--- src/rtl/mux_scan_controller_pkg.sv ---
// Shared types and defaults for the four-channel mux scan controller.
package mux_scan_controller_pkg;

   localparam int DWELL_W_DEF = 4;

   typedef enum logic [1:0] {
      IDLE = 2'd0,
      SCAN = 2'd1,
      DONE = 2'd2
   } state_e;

endpackage

--- src/rtl/mux_scan_controller_if.sv ---
// Scan request/result bundle between the controller and its user/mux.
interface mux_scan_controller_if
   import mux_scan_controller_pkg::*;
#(
   parameter int DWELL_W = DWELL_W_DEF
);

   logic               start;
   logic [DWELL_W-1:0] dwell;
   logic               mux_in;
   logic               sel_hi;
   logic               sel_lo;
   logic [3:0]         sample;
   logic               busy;
   logic               done;

   modport master (
      output start, dwell, mux_in,
      input  sel_hi, sel_lo, sample, busy, done
   );

   modport slave (
      input  start, dwell, mux_in,
      output sel_hi, sel_lo, sample, busy, done
   );

endinterface

--- src/rtl/mux_scan_controller_dwell_counter.sv ---
// Per-channel dwell counter; tc flags the last cycle of a dwell.
module dwell_counter #(
   parameter int W = 4
) (
   input  logic         clk,
   input  logic         rst,
   input  logic         en,
   input  logic [W-1:0] limit,
   output logic         tc
);

   logic [W-1:0] cnt_q;
   logic [W-1:0] cnt_d;

   assign tc = en && (cnt_q == limit - W'(1));

   always_comb begin
      cnt_d = cnt_q;
      if (en) begin
         cnt_d = tc ? '0 : cnt_q + W'(1);
      end
   end

   always_ff @(posedge clk) begin
      if (rst) begin
         cnt_q <= '0;
      end else begin
         cnt_q <= cnt_d;
      end
   end

endmodule

--- src/rtl/mux_scan_controller.sv ---
// Steps a 4:1 mux through all channels, capturing each after its dwell.
module mux_scan_controller
   import mux_scan_controller_pkg::*;
#(
   parameter int DWELL_W = DWELL_W_DEF
) (
   input logic                  clk,
   input logic                  rst,
   mux_scan_controller_if.slave bus
);

   state_e             state_q, state_d;
   logic [1:0]         ch_q, ch_d;
   logic [DWELL_W-1:0] d_q, d_d;
   logic [3:0]         shadow_q, shadow_d;
   logic [3:0]         sample_q, sample_d;
   logic               busy_q, busy_d;
   logic               done_q, done_d;
   logic               tc;

   dwell_counter #(.W(DWELL_W)) u_dwell_counter (
      .clk   (clk),
      .rst   (rst),
      .en    (state_q == SCAN),
      .limit (d_q),
      .tc    (tc)
   );

   // ch is only non-zero in SCAN, so it doubles as the select value
   assign {bus.sel_hi, bus.sel_lo} = ch_q;
   assign bus.sample               = sample_q;
   assign bus.busy                 = busy_q;
   assign bus.done                 = done_q;

   always_comb begin
      state_d  = state_q;
      ch_d     = ch_q;
      d_d      = d_q;
      shadow_d = shadow_q;
      sample_d = sample_q;
      busy_d   = busy_q;
      done_d   = 1'b0;
      unique case (state_q)
         IDLE: begin
            if (bus.start) begin
               state_d = SCAN;
               ch_d    = 2'd0;
               busy_d  = 1'b1;
               d_d     = (bus.dwell == '0) ? DWELL_W'(1) : bus.dwell;
            end
         end
         SCAN: begin
            if (tc) begin
               shadow_d[ch_q] = bus.mux_in;
               ch_d           = ch_q + 2'd1;
               if (ch_q == 2'd3) begin
                  state_d  = DONE;
                  busy_d   = 1'b0;
                  done_d   = 1'b1;
                  sample_d = {bus.mux_in, shadow_q[2:0]};
               end
            end
         end
         DONE: begin
            state_d = IDLE;
         end
         default: begin
            state_d = IDLE;
         end
      endcase
   end

   always_ff @(posedge clk) begin
      if (rst) begin
         state_q  <= IDLE;
         ch_q     <= 2'd0;
         d_q      <= DWELL_W'(1);
         shadow_q <= 4'd0;
         sample_q <= 4'd0;
         busy_q   <= 1'b0;
         done_q   <= 1'b0;
      end else begin
         state_q  <= state_d;
         ch_q     <= ch_d;
         d_q      <= d_d;
         shadow_q <= shadow_d;
         sample_q <= sample_d;
         busy_q   <= busy_d;
         done_q   <= done_d;
      end
   end

endmodule

--- src/flat_wrapper.sv ---
// flat-port wrapper written by rule: the top's interface ports become plain ports
module mux_scan_controller_flat import mux_scan_controller_pkg::*;
#(
   parameter int DWELL_W = DWELL_W_DEF
)
  (clk, rst, bus_start, bus_dwell, bus_mux_in, bus_sel_hi, bus_sel_lo, bus_sample, bus_busy, bus_done);
  mux_scan_controller_if #(.DWELL_W(DWELL_W)) bus_i ();
  input logic clk;
  input logic rst;
  input wire logic [$bits(bus_i.start)-1:0] bus_start;
  input wire logic [$bits(bus_i.dwell)-1:0] bus_dwell;
  input wire logic [$bits(bus_i.mux_in)-1:0] bus_mux_in;
  output wire logic [$bits(bus_i.sel_hi)-1:0] bus_sel_hi;
  output wire logic [$bits(bus_i.sel_lo)-1:0] bus_sel_lo;
  output wire logic [$bits(bus_i.sample)-1:0] bus_sample;
  output wire logic [$bits(bus_i.busy)-1:0] bus_busy;
  output wire logic [$bits(bus_i.done)-1:0] bus_done;
  assign bus_i.start = bus_start;
  assign bus_i.dwell = bus_dwell;
  assign bus_i.mux_in = bus_mux_in;
  assign bus_sel_hi = bus_i.sel_hi;
  assign bus_sel_lo = bus_i.sel_lo;
  assign bus_sample = bus_i.sample;
  assign bus_busy = bus_i.busy;
  assign bus_done = bus_i.done;
  mux_scan_controller #(.DWELL_W(DWELL_W)) u_core (.clk(clk), .rst(rst), .bus(bus_i));
endmodule
--- config.mk ---
export PLATFORM = sky130hd
export DESIGN_NAME = mux_scan_controller_flat
export DESIGN_NICKNAME = d
export VERILOG_FILES = /design/src/rtl/mux_scan_controller_pkg.sv /design/src/rtl/mux_scan_controller_if.sv /design/src/rtl/mux_scan_controller_dwell_counter.sv /design/src/rtl/mux_scan_controller.sv /design/src/flat_wrapper.sv
export SDC_FILE = /design/constraint.sdc
export NUM_CORES = 1
export LEC_CHECK = 0
export BUFFER_PORTS_ARGS = -buffer_cell sky130_fd_sc_hd__buf_2
export CORE_UTILIZATION = 48
export DETAILED_ROUTE_END_ITERATION = 6
export HOLD_SLACK_MARGIN = 0.1
export PLACE_DENSITY = 0.75
export SLEW_MARGIN = 20
export SYNTH_ARGS = -nofsm -noshare
export SYNTH_HDL_FRONTEND = slang
export SYNTH_SLANG_ARGS = --single-unit
--- constraint.sdc ---
create_clock -name clk -period 2.75 [get_ports clk]
set_input_delay 0.55 -clock clk [delete_from_list [all_inputs] [get_ports clk]]
set_output_delay 0.55 -clock clk [all_outputs]
set_load 0.01 [all_outputs]
# --- Word level (Yosys, flattened, before mapping) ---
# Cells that the tools add are included.
word_totals:
  regBits: 22
  inputBits: 8
  output_inout_bits: 8
  word_cells: 50
op_classes:
  addsub: 3
  order_cmp: 2
  eq_ne: 6
  mux: 17
  bitwise_logic: 2
  n_reduce_logical: 12
ops:
  columns: ["cell", "count"]
  rows:
  - ["$mux W2", 5]
  - ["$reduce_and A3 Y1", 3]
  - ["$mux W4", 2]
  - ["$pmux W2 S2", 2]
  - ["$mux W1", 5]
  - ["$add A4 B1 Y4 const B", 1]
  - ["$bwmux W4", 1]
  - ["$eq A4 B4 Y1", 1]
  - ["$logic_not A4 Y1", 1]
  - ["$ne A2 B1 Y1 const B", 2]
  - ["$reduce_and A2 Y1", 2]
  - ["$reduce_and A4 Y1", 1]
  - ["$sub A4 B1 Y4 const B", 1]
  - ["$lt A2 B3 Y1 const B", 1]
  - ["$reduce_or A3 Y1", 1]
  - ["$add A2 B1 Y2 const B", 1]
  - ["$demux W1 S2", 1]
  - ["$eq A2 B1 Y1 const B", 1]
  - ["$eq A2 B2 Y1 const B", 1]
  - ["$ge A2 B1 Y1 const B", 1]
  - ["$logic_and A1 B1 Y1", 2]
  - ["$logic_not A2 Y1", 1]
  - ["$ne A2 B2 Y1 const B", 1]
  - ["$not A1 Y1", 2]
  - ["other kinds (2)", 2]

# --- Logic depth before layout (Yosys ltp) ---
depth:
  word_depth: 5
  depth_mapped: 6
  mapped_depth_nobuf: 6

# --- Modules after synthesis ---
# From an unflattened synthesis, not the netlist that was laid out.
hier_totals:
  hier_cells: 102
  hier_area_um2: 1008.5
modules_own_cells:
  columns: ["module", "n_inst", "cells_per_inst", "area_each_um2", "seq_area_each_um2"]
  rows:
  - ["mux_scan_controller", 1, 75, 749.5, 340.3]
  - ["dwell_counter", 1, 27, 259.0, 80.1]

# --- Worst setup path before layout ---
# No wires, ideal clock.
synth_path:
  path_type: "reg-to-reg"
  start: "register u_core.d_q[0]"
  end: "register u_core.sample_q[0] (netlist: u_core.bus.sample[0])"
  setup_ns: 0.072
  arrival_time_ns: 1.584
  required_time_ns: 2.678
  setup_slack_ns: 1.094
  stages_incl_launch_ff: 7
  path_buffers: 0
  synth_period_minus_slack_ns: 1.656
  cell_sequence: "dfxtp_1 > inv_1 > ha_1 > xor2_1 > nand3_4 > nor3_4 > mux2i_1"
synth_between:
  elab_chain_len: 4
synth_lines:
  columns: ["item", "line", "text"]
  rows:
  - ["from (decl)", "mux_scan_controller.sv:14", "logic [DWELL_W-1:0] d_q, d_d;"]
  - ["from (signal assigned)", "mux_scan_controller.sv:77", "d_q <= DWELL_W'(1);"]
  - ["from (signal assigned)", "mux_scan_controller.sv:85", "d_q <= d_d;"]
  - ["$sub A4 B1 Y4", "mux_scan_controller_dwell_counter.sv:15", "assign tc = en && (cnt_q == limit - W'(1));"]
  - ["$eq A4 B4 Y1", "mux_scan_controller_dwell_counter.sv:15", null]
  - ["$logic_and A1 B1 Y1", "mux_scan_controller_dwell_counter.sv:15", null]
  - ["$reduce_and A3 Y1 (no line)", null, null]
  - ["to (signal assigned)", "mux_scan_controller.sv:87", "sample_q <= sample_d;"]
  - ["to (decl)", "mux_scan_controller.sv:16", "logic [3:0] sample_q, sample_d;"]
# No other way between the ends.
# A chain may end at the register's enable or synchronous reset.

# --- Worst setup path after layout ---
layout_path:
  start: "register u_core.d_q[0]"
  end: "register u_core.sample_q[2] (netlist: u_core.bus.sample[2])"
# The elaborated chain is that of the path after synthesis.

==> impl_metrics.yaml <==
clock_tree:
  root_buffer: "clkbuf_4"
  cts_buffers: 3
  htreeDepth: 1
  cts_resized: 0
  cts_tree: "built"
  clockBufferDepth: 2
  worstSkewPairLatency_ps: 320
  clk_pin_slew_worst_paths_ps: 120
  cts.sinks: 21
  postCtsHoldBufs: 0
  post-cts-setup-buffers: 0
hold_path:
  holdPathStages: 2
  worstHoldPathType: "reg -> reg"
  hold_end: "u_core.bus.sample[3]"
  min_from: "u_core.bus.sample[3]"
route:
  drt_iter0_markers: 20
  wl_um: 1968
  antenna_left: 0
  wire_per_inst_um: 12.78
  dr_total_vias: 810
  route.detailed.drc: 0
  via_per_inst: 5.260
  firstDrtPassIters: 4
worst_setup_path:
  required_ps: 3000
  path_class: "reg -> reg"
  reg2reg_to: "u_core.bus.sample[2]"
  cp_max_fo: 10
  crit_path_end_kind: "flip-flop"
  r2r_start: "u_core.d_q[0]"
  crit_arrival_ps: 2120
  startpoint_type: "flip-flop"
  r2r_cells: 6
  reg2reg_slack_ps: 880
placed_design:
  placed_cell_area_um2: 1182
  dp_hpwl_um: 1430
  io_buffer_count: 15
  pre_cts_slack_ps: 919.0
  place_congestion: 0.8257
sta:
  tns_ps: 0
  hold_viol_final: 0
  finClkSkew_ps: 6.965
  worst_pin_slew_ps: 636.4
  slew_viol_final: 0
  finalSetupViolations: 0
  fmax_ghz: 0.5338
  slew_headroom: 0.5749
  timing.final.crit_share: 0.6812
  min_period_ps: 1873
  timing.final.ws_setup_ps: 876.7
  rsz0062_at_grt: "false"
die:
  core_area_um2: 2042
  die_h_um: 49.54
  dieArea_um2: 2454
  die_x_um: 49.54
  start_util: 0.5312
  pin_count: 16
  num_rows: 16
cells_and_area:
  drive_gt1_frac: 0.1969
  antenna_cells: 0
  fin_nets: 142
  area_delta_synth_final_pct: 11.42
  fin_area_um2: 1209
synth:
  synth-seq-cells: 21
  ys_seq_area_frac: 0.3875
  avgSynthCellArea_um2: 9.773
  synth_top_area_cell: "dfxtp_1"
  yosysWarnings: 0
  synthesis.nets: 125
  synth_area_um2: 1085
  synthTopCellsByArea: "dfxtp_1, mux2i_1, ha_1"
  yosysTopAreaCellShare: 0.3875
  syn_inst: 111
  synth.distinct_cells: 28
global_route:
  grt_pass1_vias: 802
  antenna_found_initial: 0
  grt_max_degree: 25
  grt_overflow: 0
  grt_pass1_wl_um: 3381
  grt_usage: 0.1859
pwr:
  seqPwrFrac: 0.547
  pwr-share-comb: 0.195
  vdd_drop_max_mv: 0.3716
  switching_share: 0.3047
  pwr-share-clk: 0.258
  power_density_nw_per_um2: 495.6
  p_leak_nw: 0.4653
  p_switching_uw: 182.5
  p_int_uw: 416.5
flow_run:
  drv_cap: 0
status:
  status: "finished, final reports clean"
[routing by layer]
metal,vias up,GRT usage,wire (µm)
met3,5,0.03704,74
li1,419,-,-
met5,-,0,0
met1,374,0.2080,910
met4,0,0.1143,58
met2,12,0.3198,925
[cells by family (layout without fill, tap and decap cells)]
group,Yosys count,in the layout,share of synthesized area
AOI/OAI and AO/OA,14,14,0.07613
xor gates and xnor gates,7,7,0.09343
adders and majority gates,6,6,0.06920
buffers and inverters,7,23,0.02422
DFF,21,21,0.3875
muxes,8,8,0.07382
and+or+nand+nor,48,48,0.2757
[flip-flops by register name, indices dropped and copies added, names as in the netlist]
register	flops
u_core.bus.sample	4
u_core.u_dwell_counter.cnt_q	4
u_core.bus.done	1
u_core.d_q	4
u_core.state_q	2
u_core.shadow_q	3
u_core.bus.busy	1
u_core.ch_q	2
[critical path: stages, from the launching register on]
cell and delay [ps]:
dfxtp_1 440, inv_1 70, ha_1 300, xor2_1 270, nand3_4 200, nor3_4 300, mux2i_1 220
[worst max path at each step]
stage	slack (ps)	cells past startpoint	startpoint	endpoint
final	880	6	u_core.d_q[0]	u_core.bus.sample[2]
after global routing	720	6	u_core.d_q[0]	u_core.bus.sample[3]
after CTS	880	6	u_core.d_q[0]	u_core.bus.sample[2]
after detailed placement	920	6	u_core.d_q[0]	u_core.bus.sample[0]
after global placement	980	6	u_core.d_q[0]	u_core.bus.sample[2]
after floorplan	1090	6	u_core.d_q[0]	u_core.bus.sample[0]
[layout make-up]
type                       count  area (µm²)
multi-input combinational     83       638.1
tap                           27       33.78
fill                         188       833.3
sequential                    21       420.4
inverter                       4       15.01
timing repair buffer          15       75.07
clock buffer                   4       26.28
[synth_stat cells]
library cell and instances:
nand3_1 4, nand3b_1 2, xnor3_1 1, a21oi_1 7, nor3_4 3, o211ai_1 1
nor2_1 6, nor2b_1 1, and3_1 1, clkbuf_1 3, nand3_4 1, nor4_2 1
o31ai_1 1, xor2_1 4, o21ai_0 3, a211o_1 1, nor3_1 5, ha_1 6
a31o_1 1, dfxtp_1 21, nand2_1 10, xnor2_4 1, nand4_1 2, nand2b_1 10
mux2i_1 8, xnor2_2 1, inv_1 4, nor4_1 2
[cells in the final DEF, fill, tap and decap left out, drive strengths merged]
cell / instances
xnor3: 1
a31o: 1
ha: 6
mux2i: 8
nand3b: 2
nand2: 10
nand4: 2
o31ai: 1
inv: 4
o21ai: 3
nand3: 5
nor2: 6
nor3: 8
a21oi: 7
o211ai: 1
nand2b: 10
nor4: 3
xor2: 4
buf: 15
and3: 1
dfxtp: 21
a211o: 1
xnor2: 2
clkbuf: 4
nor2b: 1
[power groups by stage]
| stage | clock network (mW) | registers, mW | logic, mW |
|---|---|---|---|
| global placement | 0 | 0.334 | 0.114 |
| global route | 0.172 | 0.330 | 0.128 |
| finish | 0.154 | 0.328 | 0.117 |
| floorplan | 0 | 0.333 | 0.0915 |
| CTS | 0.157 | 0.328 | 0.117 |
| detailed placement | 0 | 0.335 | 0.117 |
[through the flow]
step	util	total power, mW	instances	hold WS [ps]
finish	0.5919	0.5990	154	477.3
global route	0.5919	0.6305	154	480.5
CTS	0.5919	0.6021	154	478.9
detailed placement	0.5790	0.4517	150	458.9
global placement	0.5790	0.4478	150	456.0
floorplan	-	0.4247	111	457.8
Note: power is estimated with default switching activity, not from simulation.
